==> src/rtl/vga_fb_sched_if.sv <==
// Shared frame-buffer port bundle: engine request side plus the BRAM port it is muxed onto.
// The scheduler takes the slave modport; the engine/BRAM side takes the master modport.
interface vga_fb_sched_if #(
  parameter int unsigned AW = 17,
  parameter int unsigned DW = 12
);
  logic          eng_req;
  logic          eng_we;
  logic [AW-1:0] eng_addr;
  logic [DW-1:0] eng_wdata;
  logic          eng_gnt;
  logic [AW-1:0] bram_addr;
  logic          bram_we;
  logic [DW-1:0] bram_wdata;

  modport master (
    output eng_req, eng_we, eng_addr, eng_wdata,
    input  eng_gnt, bram_addr, bram_we, bram_wdata
  );

  modport slave (
    input  eng_req, eng_we, eng_addr, eng_wdata,
    output eng_gnt, bram_addr, bram_we, bram_wdata
  );
endinterface

==> src/rtl/vga_fb_sched.sv <==
// Frame-buffer port scheduler: holds VGA timing off until a frame is loaded, then walks the
// display window addresses and gives the single BRAM port to the engine on idle display cycles.
module vga_fb_sched #(
  parameter int unsigned IMG_W = 400,
  parameter int unsigned IMG_H = 300,
  parameter int unsigned AW    = 17,
  parameter int unsigned DW    = 12
) (
  input  logic                 clk,
  input  logic                 rst_n,
  input  logic                 enable,
  input  logic                 fill_done,
  input  logic                 vsync,
  input  logic                 valid_down,
  output logic                 all_ready,
  output logic                 frame_done,
  output logic                 sync_err,
  vga_fb_sched_if.slave        bus
);

  localparam logic [AW-1:0] LastAddr = AW'(IMG_W * IMG_H - 1);

  typedef enum logic [1:0] {StIdle, StFill, StRun} state_e;

  state_e        state_q, state_d;
  logic [AW-1:0] disp_q, disp_d;
  logic          all_ready_q, all_ready_d;
  logic          frame_done_q, frame_done_d;
  logic          sync_err_q, sync_err_d;
  logic          vsync_d_q;
  logic          vsync_fall;
  logic          disp_cycle;

  assign vsync_fall = vsync_d_q & ~vsync;

  always_comb begin
    state_d      = state_q;
    disp_d       = disp_q;
    sync_err_d   = sync_err_q;
    frame_done_d = 1'b0;
    unique case (state_q)
      StIdle: begin
        sync_err_d = 1'b0;
        if (enable) state_d = StFill;
      end
      StFill: begin
        // Dropping enable wins over a coincident fill_done.
        if (!enable) begin
          state_d = StIdle;
        end else if (fill_done) begin
          state_d = StRun;
          disp_d  = '0;
        end
      end
      StRun: begin
        if (!enable) state_d = StIdle;
        // A frame start resynchronises the counter and drops any coincident increment.
        if (vsync_fall) begin
          disp_d = '0;
          if (disp_q != '0) sync_err_d = 1'b1;
        end else if (valid_down) begin
          if (disp_q == LastAddr) begin
            disp_d       = '0;
            frame_done_d = 1'b1;
          end else begin
            disp_d = disp_q + AW'(1);
          end
        end
      end
      default: state_d = StIdle;
    endcase
    all_ready_d = (state_d == StRun);
  end

  always_ff @(posedge clk or negedge rst_n) begin
    if (!rst_n) begin
      state_q      <= StIdle;
      disp_q       <= '0;
      all_ready_q  <= 1'b0;
      frame_done_q <= 1'b0;
      sync_err_q   <= 1'b0;
      vsync_d_q    <= 1'b1;
    end else begin
      state_q      <= state_d;
      disp_q       <= disp_d;
      all_ready_q  <= all_ready_d;
      frame_done_q <= frame_done_d;
      sync_err_q   <= sync_err_d;
      vsync_d_q    <= vsync;
    end
  end

  // Display reads always win the port; the engine only sees the leftover cycles.
  assign disp_cycle = (state_q == StRun) && valid_down;

  always_comb begin
    bus.eng_gnt    = bus.eng_req & ~disp_cycle;
    bus.bram_wdata = bus.eng_wdata;
    if (disp_cycle) begin
      bus.bram_addr = disp_q;
      bus.bram_we   = 1'b0;
    end else begin
      bus.bram_addr = bus.eng_addr;
      bus.bram_we   = bus.eng_we & bus.eng_gnt;
    end
  end

  assign all_ready  = all_ready_q;
  assign frame_done = frame_done_q;
  assign sync_err   = sync_err_q;

endmodule

==> src/flat_wrapper.sv <==
// flat-port wrapper written by rule: the top's interface ports become plain ports
module vga_fb_sched_flat 
#(
  parameter int unsigned IMG_W = 400,
  parameter int unsigned IMG_H = 300,
  parameter int unsigned AW    = 17,
  parameter int unsigned DW    = 12
)
  (clk, rst_n, enable, fill_done, vsync, valid_down, all_ready, frame_done, sync_err, bus_eng_req, bus_eng_we, bus_eng_addr, bus_eng_wdata, bus_eng_gnt, bus_bram_addr, bus_bram_we, bus_bram_wdata);
  vga_fb_sched_if #(.AW(AW), .DW(DW)) bus_i ();
  input  logic clk;
  input  logic rst_n;
  input  logic enable;
  input  logic fill_done;
  input  logic vsync;
  input  logic valid_down;
  output logic all_ready;
  output logic frame_done;
  output logic sync_err;
  input wire logic [$bits(bus_i.eng_req)-1:0] bus_eng_req;
  input wire logic [$bits(bus_i.eng_we)-1:0] bus_eng_we;
  input wire logic [$bits(bus_i.eng_addr)-1:0] bus_eng_addr;
  input wire logic [$bits(bus_i.eng_wdata)-1:0] bus_eng_wdata;
  output wire logic [$bits(bus_i.eng_gnt)-1:0] bus_eng_gnt;
  output wire logic [$bits(bus_i.bram_addr)-1:0] bus_bram_addr;
  output wire logic [$bits(bus_i.bram_we)-1:0] bus_bram_we;
  output wire logic [$bits(bus_i.bram_wdata)-1:0] bus_bram_wdata;
  assign bus_i.eng_req = bus_eng_req;
  assign bus_i.eng_we = bus_eng_we;
  assign bus_i.eng_addr = bus_eng_addr;
  assign bus_i.eng_wdata = bus_eng_wdata;
  assign bus_eng_gnt = bus_i.eng_gnt;
  assign bus_bram_addr = bus_i.bram_addr;
  assign bus_bram_we = bus_i.bram_we;
  assign bus_bram_wdata = bus_i.bram_wdata;
  vga_fb_sched #(.IMG_W(IMG_W), .IMG_H(IMG_H), .AW(AW), .DW(DW)) u_core (.clk(clk), .rst_n(rst_n), .enable(enable), .fill_done(fill_done), .vsync(vsync), .valid_down(valid_down), .all_ready(all_ready), .frame_done(frame_done), .sync_err(sync_err), .bus(bus_i));
endmodule
==> config.mk <==
export PLATFORM = sky130hd
export DESIGN_NAME = vga_fb_sched_flat
export DESIGN_NICKNAME = d
export VERILOG_FILES = /design/src/rtl/vga_fb_sched_if.sv /design/src/rtl/vga_fb_sched.sv /design/src/flat_wrapper.sv
export SDC_FILE = /design/constraint.sdc
export NUM_CORES = 1
export LEC_CHECK = 0
export ABC_AREA = 1
export CAP_MARGIN = 25
export CELL_PAD_IN_SITES_DETAIL_PLACEMENT = 1
export CELL_PAD_IN_SITES_GLOBAL_PLACEMENT = 2
export CORE_ASPECT_RATIO = 0.8
export CORE_UTILIZATION = 21
export CTS_CLUSTER_SIZE = 28
export DETAILED_ROUTE_END_ITERATION = 6
export PLACE_DENSITY = 0.81
export SLEW_MARGIN = 0
export SYNTH_ARGS = -nofsm -noshare
export SYNTH_HDL_FRONTEND = slang
export SYNTH_SLANG_ARGS = --single-unit
==> constraint.sdc <==
create_clock -name clk -period 1.7 [get_ports clk]
set_clock_uncertainty 0.2 [all_clocks]
set_input_delay 0.255 -clock clk [delete_from_list [all_inputs] [get_ports clk]]
set_output_delay 0.255 -clock clk [all_outputs]
set_load 0.1 [all_outputs]
## Word level (Yosys, flattened, before mapping)

Index checks and enable logic that the tools add are counted.

- Flip-flop bits (word level): 23
- Input bits: 37

- Add/subtract/negate cells: 1
- Equal/unequal tests: 9
- Muxes and demuxes: 20
- Bitwise logic cells: 5
- Reduce and logical (&&, ||, !) cells: 7

Operators with widths:

| kind | number |
|---|---|
| $mux W17 | 6 |
| $pmux W17 S2 | 1 |
| $add A17 B1 Y17 const B | 1 |
| $eq A17 B17 Y1 const B | 1 |
| $reduce_bool A17 Y1 | 1 |
| $mux W2 | 4 |
| $mux W1 | 7 |
| $pmux W2 S3 | 1 |
| $eq A2 B2 Y1 const B | 2 |
| $ne A2 B1 Y1 const B | 2 |
| $ne A2 B2 Y1 const B | 2 |
| $reduce_and A4 Y1 | 1 |
| $reduce_bool A2 Y1 | 2 |
| $and A1 B1 Y1 | 3 |
| $ne A3 B2 Y1 const B | 1 |
| $reduce_and A3 Y1 | 1 |
| $eq A2 B1 Y1 const B | 1 |
| $logic_not A2 Y1 | 1 |
| $not A1 Y1 | 2 |
| $pmux W1 S2 | 1 |
| $logic_and A1 B1 Y1 | 1 |

## Logic depth before layout (Yosys ltp)

Gate-level depths: netlist of the first run.

- Depth after elaboration: 6
- Depth in mapped cells: 11
- Mapped depth without buffers: 10

## Worst setup path after synthesis of the first run

No wires, ideal clock.

- Path type: register to output
- Start point: register u_core.state_q[0]
- End point: output port bus_bram_addr[0]
- Data arrival time: 3.148 ns
- Required time: 1.245 ns
- Setup slack: -1.903 ns
- Stages on the path, launching flop included: 7
- Buffers on the path: 2
- Cell sequence: dfrtp_1 > inv_1 > ha_1 > buf_4 > nand2_2 > clkbuf_1 > o21ai_0

- Word-level cells in the longest chain between the ends: 3

Ends and longest elaborated chain:

| what | line | text |
|---|---|---|
| from (decl) | vga_fb_sched.sv:25 | `state_e state_q, state_d;` |
| from (signal assigned) | vga_fb_sched.sv:77 | `state_q <= StIdle;` |
| from (signal assigned) | vga_fb_sched.sv:84 | `state_q <= state_d;` |
| $eq A2 B2 Y1 | vga_fb_sched.sv:94 | `assign disp_cycle = (state_q == StRun) && valid_down;` |
| $logic_and A1 B1 Y1 | vga_fb_sched.sv:94 |  |
| $mux W17 | vga_fb_sched.sv:99 | `if (disp_cycle) begin` |
| to (decl) | flat_wrapper.sv:25 | `output wire logic [$bits(bus_i.bram_addr)-1:0] bus_bram_addr;` |

No other way between the ends.

## Worst setup path after layout of the first run

- Start point: register u_core.state_q[0]
- End point: output port bus_bram_addr[9]

Same word-level chain as after synthesis.

==> run_results.csv, run 1 <==
group,metric,value,unit
placed_design,gp_congestion,0.8670,
pwr,power_density,1139,mW/mm^2
setup_path,worstPathMaxFanout,8,
die,die_w,108.3,um
setup_path,startpoint_type,"flip-flop",
finish,synthToLayoutAreaGrowth,89.26,%
finish,drive_above_1_share,40.65,%
synthesis,ys_seq_area_share,30.37,%
status,violations,"negative setup slack",
setup_path,reg2reg_to,"u_core.disp_q[9]",
finish,fin_util,41.64,%
pwr,leakage,1.578,nW
timing,fin_crit_sh,117.9,%
finish,ff_latch_area,578.1,um^2
routing,drc,0,
pwr,seq_power_share,15.0,%
synthesis,syn_avg_cell_area,6.664,um^2
routing,drtAntennaViolNets,0,
routing,viasPerCell,4.439,
global_route,grtUsageTotal,15.57,%
timing,fin_worst_hold_slack,157.1,ps
flow_run,cap_violations,0,
setup_path,crit_path_top_delay_cell,"dfrtp_1",
synthesis,yosys_warnings,0,
routing,wl_per_cell,14.48,um
clock_tree,cts_buffer_depth,2,
pwr,p_sw_share,42.63,%
setup_path,end_kind,"output pin",
setup_path,rr_startpoint,"u_core.state_q[1]",
routing,wl,6964,um
die,rows,30,
timing,timing.fmax,498.8,MHz
routing,vias,2135,
routing,top_layer_used,"met4",
die,start_util,22.00,%
routing,first_pass_iters,4,
timing,rsz0062_at_grt,"yes",
setup_path,worst-path-stages,6,
finish,n_fill_cell,1027,
routing,wl_met3,256,um
clock_tree,cts_root_buffer,"clkbuf_16",
timing,finalCriticalPeriod,2005,ps
pwr,intPower,0.002349,W
setup_path,critical_path.top_delay_family,"buffers and inverters",
setup_path,crit_chain,"inv_2 > ha_4 > nand2_8 > clkbuf_16 > o21ai_4 > buf_12",
synthesis,synth_ff_type,"dfrtp_1",
finish,antennaDiodeCount,0,
synthesis,async_reset_ff_share,100.0,%
setup_path,r2r_slack,-190,ps
global_route,grt_pass1_wl,11350,um
clock_tree,clkLatencyLatePin,260,ps
clock_tree,cts_buffers,3,
die,core_area,0.008633,mm^2
timing,max_slew_margin,74.93,%
routing,met2_wirelength,3368,um
hold_path,hp-class,"in2async",
timing,layout_setup_ws,-304.7,ps
clock_tree,path_clk_slew,70,ps
global_route,overflow,0,
setup_path,worstPathBufferInverterCount,3,
pwr,finalPower,0.004094,W
setup_path,critPathKind,"reg2out",
timing,final-setup-viol-count,35,
finish,final_cell_area,0.003595,mm^2
placed_design,numPortBuffers,46,
placed_design,dp_hpwl,5289,um
die,io-pin-count,71,
synthesis,mappedNetlistArea,0.001899,mm^2
timing,finalHoldViolCount,0,
global_route,antenna_found_initial,0,
synthesis,syn_nets,328,
timing,slew_violations,0,
pwr,ir_worst_vdd,668.8,uV
synthesis,synth-seq-cells,23,
routing,drt_iter0_drc,74,
global_route,grt_max_degree,24,
die,fp.dieH,87.06,um
synthesis,synthCells,285,
timing,worst_pin_slew,374.7,ps
finish,nets,413,
setup_path,crit_arrival,1550,ps
setup_path,rr_worst_depth,12,
setup_path,crit_required,1240,ps
finish,multi_input_area,0.001401,mm^2
pwr,netSwitchingPower,0.001745,W
synthesis,synth_edf_count,0,
placed_design,placed_area,0.003164,mm^2
die,die-area,0.009431,mm^2
clock_tree,cts.sinks,23,
global_route,grt_pass1_vias,2257,
synthesis,ys_types,32,
clock_tree,hold_buffers,0,
pwr,comb_power_share,72.1,%
routing,drt-met1-wl,3308,um
status,status,"complete, but fails checks",
timing,setup_tns,-7535,ps
clock_tree,htree_levels,1,
pwr,p_clk_share,12.8,%
clock_tree,cts_tree,"built",
setup_path,slowest_delay,390,ps
## layout make-up
cell class / count / area share, %
timing repair buffer: 100 / 34.77
clock inverter: 1 / 0.1392
multi-input combinational: 204 / 38.98
clock buffer: 3 / 2.088
sequential: 23 / 16.08
inverter: 38 / 4.038
tap: 112 / 3.898
## power by group through the flow
stage | combinational [W] | sequential (W) | clock (W)
2_1_floorplan | 0.00130 | 0.000679 | 0
3_3_place_gp | 0.00210 | 0.000615 | 0
3_5_place_dp | 0.00213 | 0.000615 | 0
4_1_cts | 0.00271 | 0.000613 | 0.000539
5_1_grt | 0.00309 | 0.000619 | 0.000552
6_report | 0.00295 | 0.000615 | 0.000525
## worst reg2reg max path: cells and delay by family (launching register included)
kind,cells,cell delay [ps]
adder cells (fa/ha/maj),1,200
buffers and inverters,4,490
flip-flops,1,410
AND/OR/NAND/NOR,7,510
## state kept, by name, summed over array words and instances, names as in the netlist
| signal | cells |
|---|---|
| u_core.disp_q | 17 |
| u_core.frame_done | 1 |
| u_core.all_ready | 1 |
| u_core.sync_err | 1 |
| u_core.vsync_d_q | 1 |
| u_core.state_q | 2 |
## synthesized netlist by cell type, types with 3 or more instances
library cell,instances,area [um^2]
ha_1,6,75.07
nor2_4,4,45.04
inv_2,6,22.52
nand3_1,24,120.1
dfrtp_1,22,550.5
inv_1,30,112.6
nand2_2,3,18.77
o21ai_0,20,100.1
o21ai_1,7,35.03
nor2_2,5,31.28
buf_4,16,120.1
nand4_1,9,56.30
nand3_2,3,30.03
nor2_1,28,105.1
nand2_1,81,304.0
## per-layer routing
layer | GRT usage, % | vias to the layer above
li1 | - | 1065
met5 | 0 | -
met4 | 1.966 | 0
met2 | 27.74 | 39
met1 | 20.05 | 1027
met3 | 2.917 | 4
## worst max-delay path by stage
| stage | slack [ps] | end | start |
|---|---|---|---|
| after global routing | -360 | bus_bram_addr[9] | u_core.state_q[0] |
| after CTS | -300 | bus_bram_addr[9] | u_core.state_q[1] |
| after detailed placement | -260 | bus_bram_addr[10] | valid_down |
| after floorplan | -350 | bus_bram_addr[10] | u_core.state_q[0] |
| final | -300 | bus_bram_addr[9] | u_core.state_q[0] |
| after global placement | -260 | bus_bram_we | valid_down |
## layout by cell type, fill, tap and decap left out, types with 2 or more instances in the layout
cell type and count:
clkinv_1 2, inv_2 8, nand3_1 20, buf_6 7
nand2_4 3, o21ai_2 2, inv_1 27, nor2b_1 2
o21ai_4 17, nand2_2 7, o21ai_1 8, buf_16 2
nor2_2 7, nor2_4 7, nand3_4 3, ha_4 4
clkbuf_16 5, clkdlybuf4s50_1 24, xor2_1 2, nand4_1 9
buf_4 38, nor2_1 23, nand3_2 5, dfrtp_1 21
buf_12 27, nand2_1 73
## metrics by stage
| stage | worst slack (ps) | cells |
|---|---|---|
| floorplan | -348.4 | 285 |
| global placement | -257.2 | 466 |
| detailed placement | -261.6 | 466 |
| CTS | -302.7 | 477 |
| global route | -356.6 | 481 |
| finish | -304.7 | 481 |
## kinds of logic after synthesis
logic type      count (synthesis)  synth area share [%]
compound gates                 32                 9.487
simple gates                  164                 40.25
xor+xnor                        2                0.9224
flops                          23                 30.37
buf+inv                        58                 15.02
fa+ha+maj                       6                 3.952
## timing repair
action | in CTS | in global routing
endpoints found under the setup margin | 38 | 39
pin swaps | 2 | 19
setup buffers | 5 | 2
resized for setup | 23 | 26
cloned | 2 | 2
endpoints found under the hold margin | 0 | 0
(Power assumes the default switching activity.)
==> run 2, diff against run 1 <==
--- a/config.mk
+++ b/config.mk
@@ -10,10 +10,10 @@
 export CELL_PAD_IN_SITES_DETAIL_PLACEMENT = 1
 export CELL_PAD_IN_SITES_GLOBAL_PLACEMENT = 2
 export CORE_ASPECT_RATIO = 0.8
-export CORE_UTILIZATION = 21
+export CORE_UTILIZATION = 25
 export CTS_CLUSTER_SIZE = 28
 export DETAILED_ROUTE_END_ITERATION = 6
-export PLACE_DENSITY = 0.81
+export PLACE_DENSITY = 0.9
 export SLEW_MARGIN = 0
 export SYNTH_ARGS = -nofsm -noshare
 export SYNTH_HDL_FRONTEND = slang
==> constraint.sdc (replaced) <==
create_clock -name clk -period 2.5 [get_ports clk]
set_clock_uncertainty 0.2 [all_clocks]
set_input_delay 0.375 -clock clk [delete_from_list [all_inputs] [get_ports clk]]
set_output_delay 0.375 -clock clk [all_outputs]
set_load 0.1 [all_outputs]
==> run 2 against run 1 <==
Effect of this change:
- combinational power down 63%
- setup slack better by 430 ps
- the run now ends clean
- global-route usage fell by 0.99 points
- via count shrank 11%
- hold slack improved by 110 ps
- sequential share of layout area increased by 5.9 points
- final cell count shrank 11%
- highest routed layer unchanged
- first-iteration DRC count fell by 8.1%
- register-to-register slack improved by 710 ps
- routed wire length fell by 21%
==> run_results.csv, run 2 (synthesized netlist as in run 1, its figures left out) <==
group,metric,value,unit
timing,timing.fmax,420.8,MHz
setup_path,crit_required,1920,ps
routing,drt_iter0_drc,68,
flow_run,cap_violations,0,
global_route,grt_pass1_wl,9183,um
setup_path,rr_worst_depth,7,
finish,antennaDiodeCount,0,
timing,final-setup-viol-count,0,
routing,first_pass_iters,4,
routing,wl,5473,um
hold_path,hp-class,"in2async",
die,start_util,25.69,%
die,die_w,99.45,um
die,io-pin-count,71,
global_route,grtUsageTotal,14.59,%
die,rows,28,
timing,rsz0062_at_grt,"no",
clock_tree,cts.sinks,23,
finish,reg.largest.list,"u_core.disp_q x17, u_core.state_q x2",
clock_tree,clkLatencyLatePin,270,ps
routing,wl_per_cell,12.85,um
status,status,"completed",
placed_design,place_inst,421,
pwr,leakage,1.175,nW
routing,vias,1906,
die,core_area,0.007392,mm^2
finish,most-common-layout-cells,"nand2_1 (81), inv_1 (30), nor2_1 (27)",
setup_path,worstPathMaxFanout,20,
finish,n_fill_cell,926,
clock_tree,cts_root_buffer,"clkbuf_8",
finish,largest_register_ffs,17,
global_route,overflow,0,
routing,drtAntennaViolNets,0,
setup_path,crit_arrival,1800,ps
finish,multi_input_area,0.001040,mm^2
clock_tree,cts_buffers,3,
setup_path,startpoint_type,"flip-flop",
finish,drive_above_1_share,17.76,%
timing,max_slew_margin,76.58,%
clock_tree,cts_buffer_depth,2,
placed_design,dp_hpwl,4340,um
setup_path,critPathKind,"reg2out",
clock_tree,hold_buffers,0,
placed_design,gp_congestion,0.7963,
setup_path,end_kind,"output pin",
finish,final_cells,426,
clock_tree,path_clk_slew,90,ps
pwr,ir_worst_vdd,266.4,uV
finish,regMostFlops,"u_core.disp_q",
timing,finalCriticalPeriod,2376,ps
finish,ff_latch_area,576.8,um^2
routing,viasPerCell,4.474,
pwr,finalPower,0.001749,W
finish,nets,365,
global_route,grt_pass1_vias,1892,
timing,slew_violations,0,
die,fp.dieH,79.96,um
timing,fin_crit_sh,95.06,%
clock_tree,cts_tree,"built",
finish,final_common_cell,"nand2_1",
pwr,power_density,665.5,mW/mm^2
clock_tree,htree_levels,1,
timing,finalHoldViolCount,0,
die,die-area,0.007952,mm^2
placed_design,numPortBuffers,46,
timing,fin_worst_hold_slack,268.8,ps
finish,synthToLayoutAreaGrowth,38.34,%
routing,drc,0,
global_route,grt_max_degree,24,
timing,worst_pin_slew,350.6,ps
global_route,antenna_found_initial,0,
run 2: cell types whose count changed in the layout (fill, tap and decap cells not counted), sizes merged:
cell and delta:
buf -46, clkbuf -1, clkinv -1
run 2: area by class of cell:
type | instances | share of cell area [%]
flip-flops and latches | 23 | 21.95
multi-input cells | 204 | 39.57
well taps | 105 | 5.000
clock buffers | 4 | 1.714
repair buffers | 52 | 26.33
inverters | 38 | 5.429
run 2: per-stage QoR:
| step | setup WS, ps | TNS (ps) | utilization (%) | cell area [um^2] |
|---|---|---|---|---|
| final | 123.6 | 0 | 35.55 | 2628 |
| after global placement | 305.0 | 0 | 34.78 | 2571 |
| after floorplan | -494.2 | -8395 | - | 1902 |
| after global routing | 12.27 | 0 | 35.55 | 2628 |
| after CTS | 35.38 | 0 | 35.39 | 2616 |
| after detailed placement | 247.2 | 0 | 34.78 | 2571 |
run 2: critical path: stages (launching register included):
cell     delay, ps
dfrtp_1        420
inv_1           90
ha_1           230
nand2_2        130
buf_6          190
nand2_1         70
o21ai_1        170
buf_12         220
run 2: where the power goes:
group | switching, W | total (W) | internal (W)
sequential | 0.0000285 | 0.000424 | 0.000396
combinational | 0.000730 | 0.00108 | 0.000352
clock | 0.000128 | 0.000242 | 0.000114
total | 0.000887 | 0.00175 | 0.000862
run 2: repair_timing:
item,CTS,global route
setup endpoints to repair,0,11
setup buffers,0,1
gates resized for setup,0,1
run 2: per-layer routing:
metal	wire, um	global-route usage, %	up-vias
met3	192	3.152	4
met4	36	2.353	0
met2	2506	24.72	30
met1	2737	19.31	909
li1	-	-	963
met5	0	0	-
run 2: path summary, 6_finish.rpt:
| check | startpoint | end | slack [ps] |
|---|---|---|---|
| hold reg to reg | u_core.disp_q[14] | u_core.disp_q[14] | 320 |
| min in group clk | u_core.disp_q[14] | u_core.disp_q[14] | 320 |
| setup reg to reg | u_core.state_q[0] | u_core.disp_q[3] | 520 |
| hold / removal | rst_n | u_core.disp_q[7] | 270 |
| setup / recovery | u_core.state_q[0] | bus_bram_addr[16] | 120 |
| max in group asynchronous | rst_n | u_core.vsync_d_q | 1530 |
==> run 3, diff against run 2 <==
--- a/config.mk
+++ b/config.mk
@@ -6,7 +6,7 @@
 export NUM_CORES = 1
 export LEC_CHECK = 0
 export ABC_AREA = 1
-export CAP_MARGIN = 25
+export CAP_MARGIN = 20
 export CELL_PAD_IN_SITES_DETAIL_PLACEMENT = 1
 export CELL_PAD_IN_SITES_GLOBAL_PLACEMENT = 2
 export CORE_ASPECT_RATIO = 0.8
==> results of run 3 <==
Same layout as run 2: the final DEF is identical, and so are final timing and power.
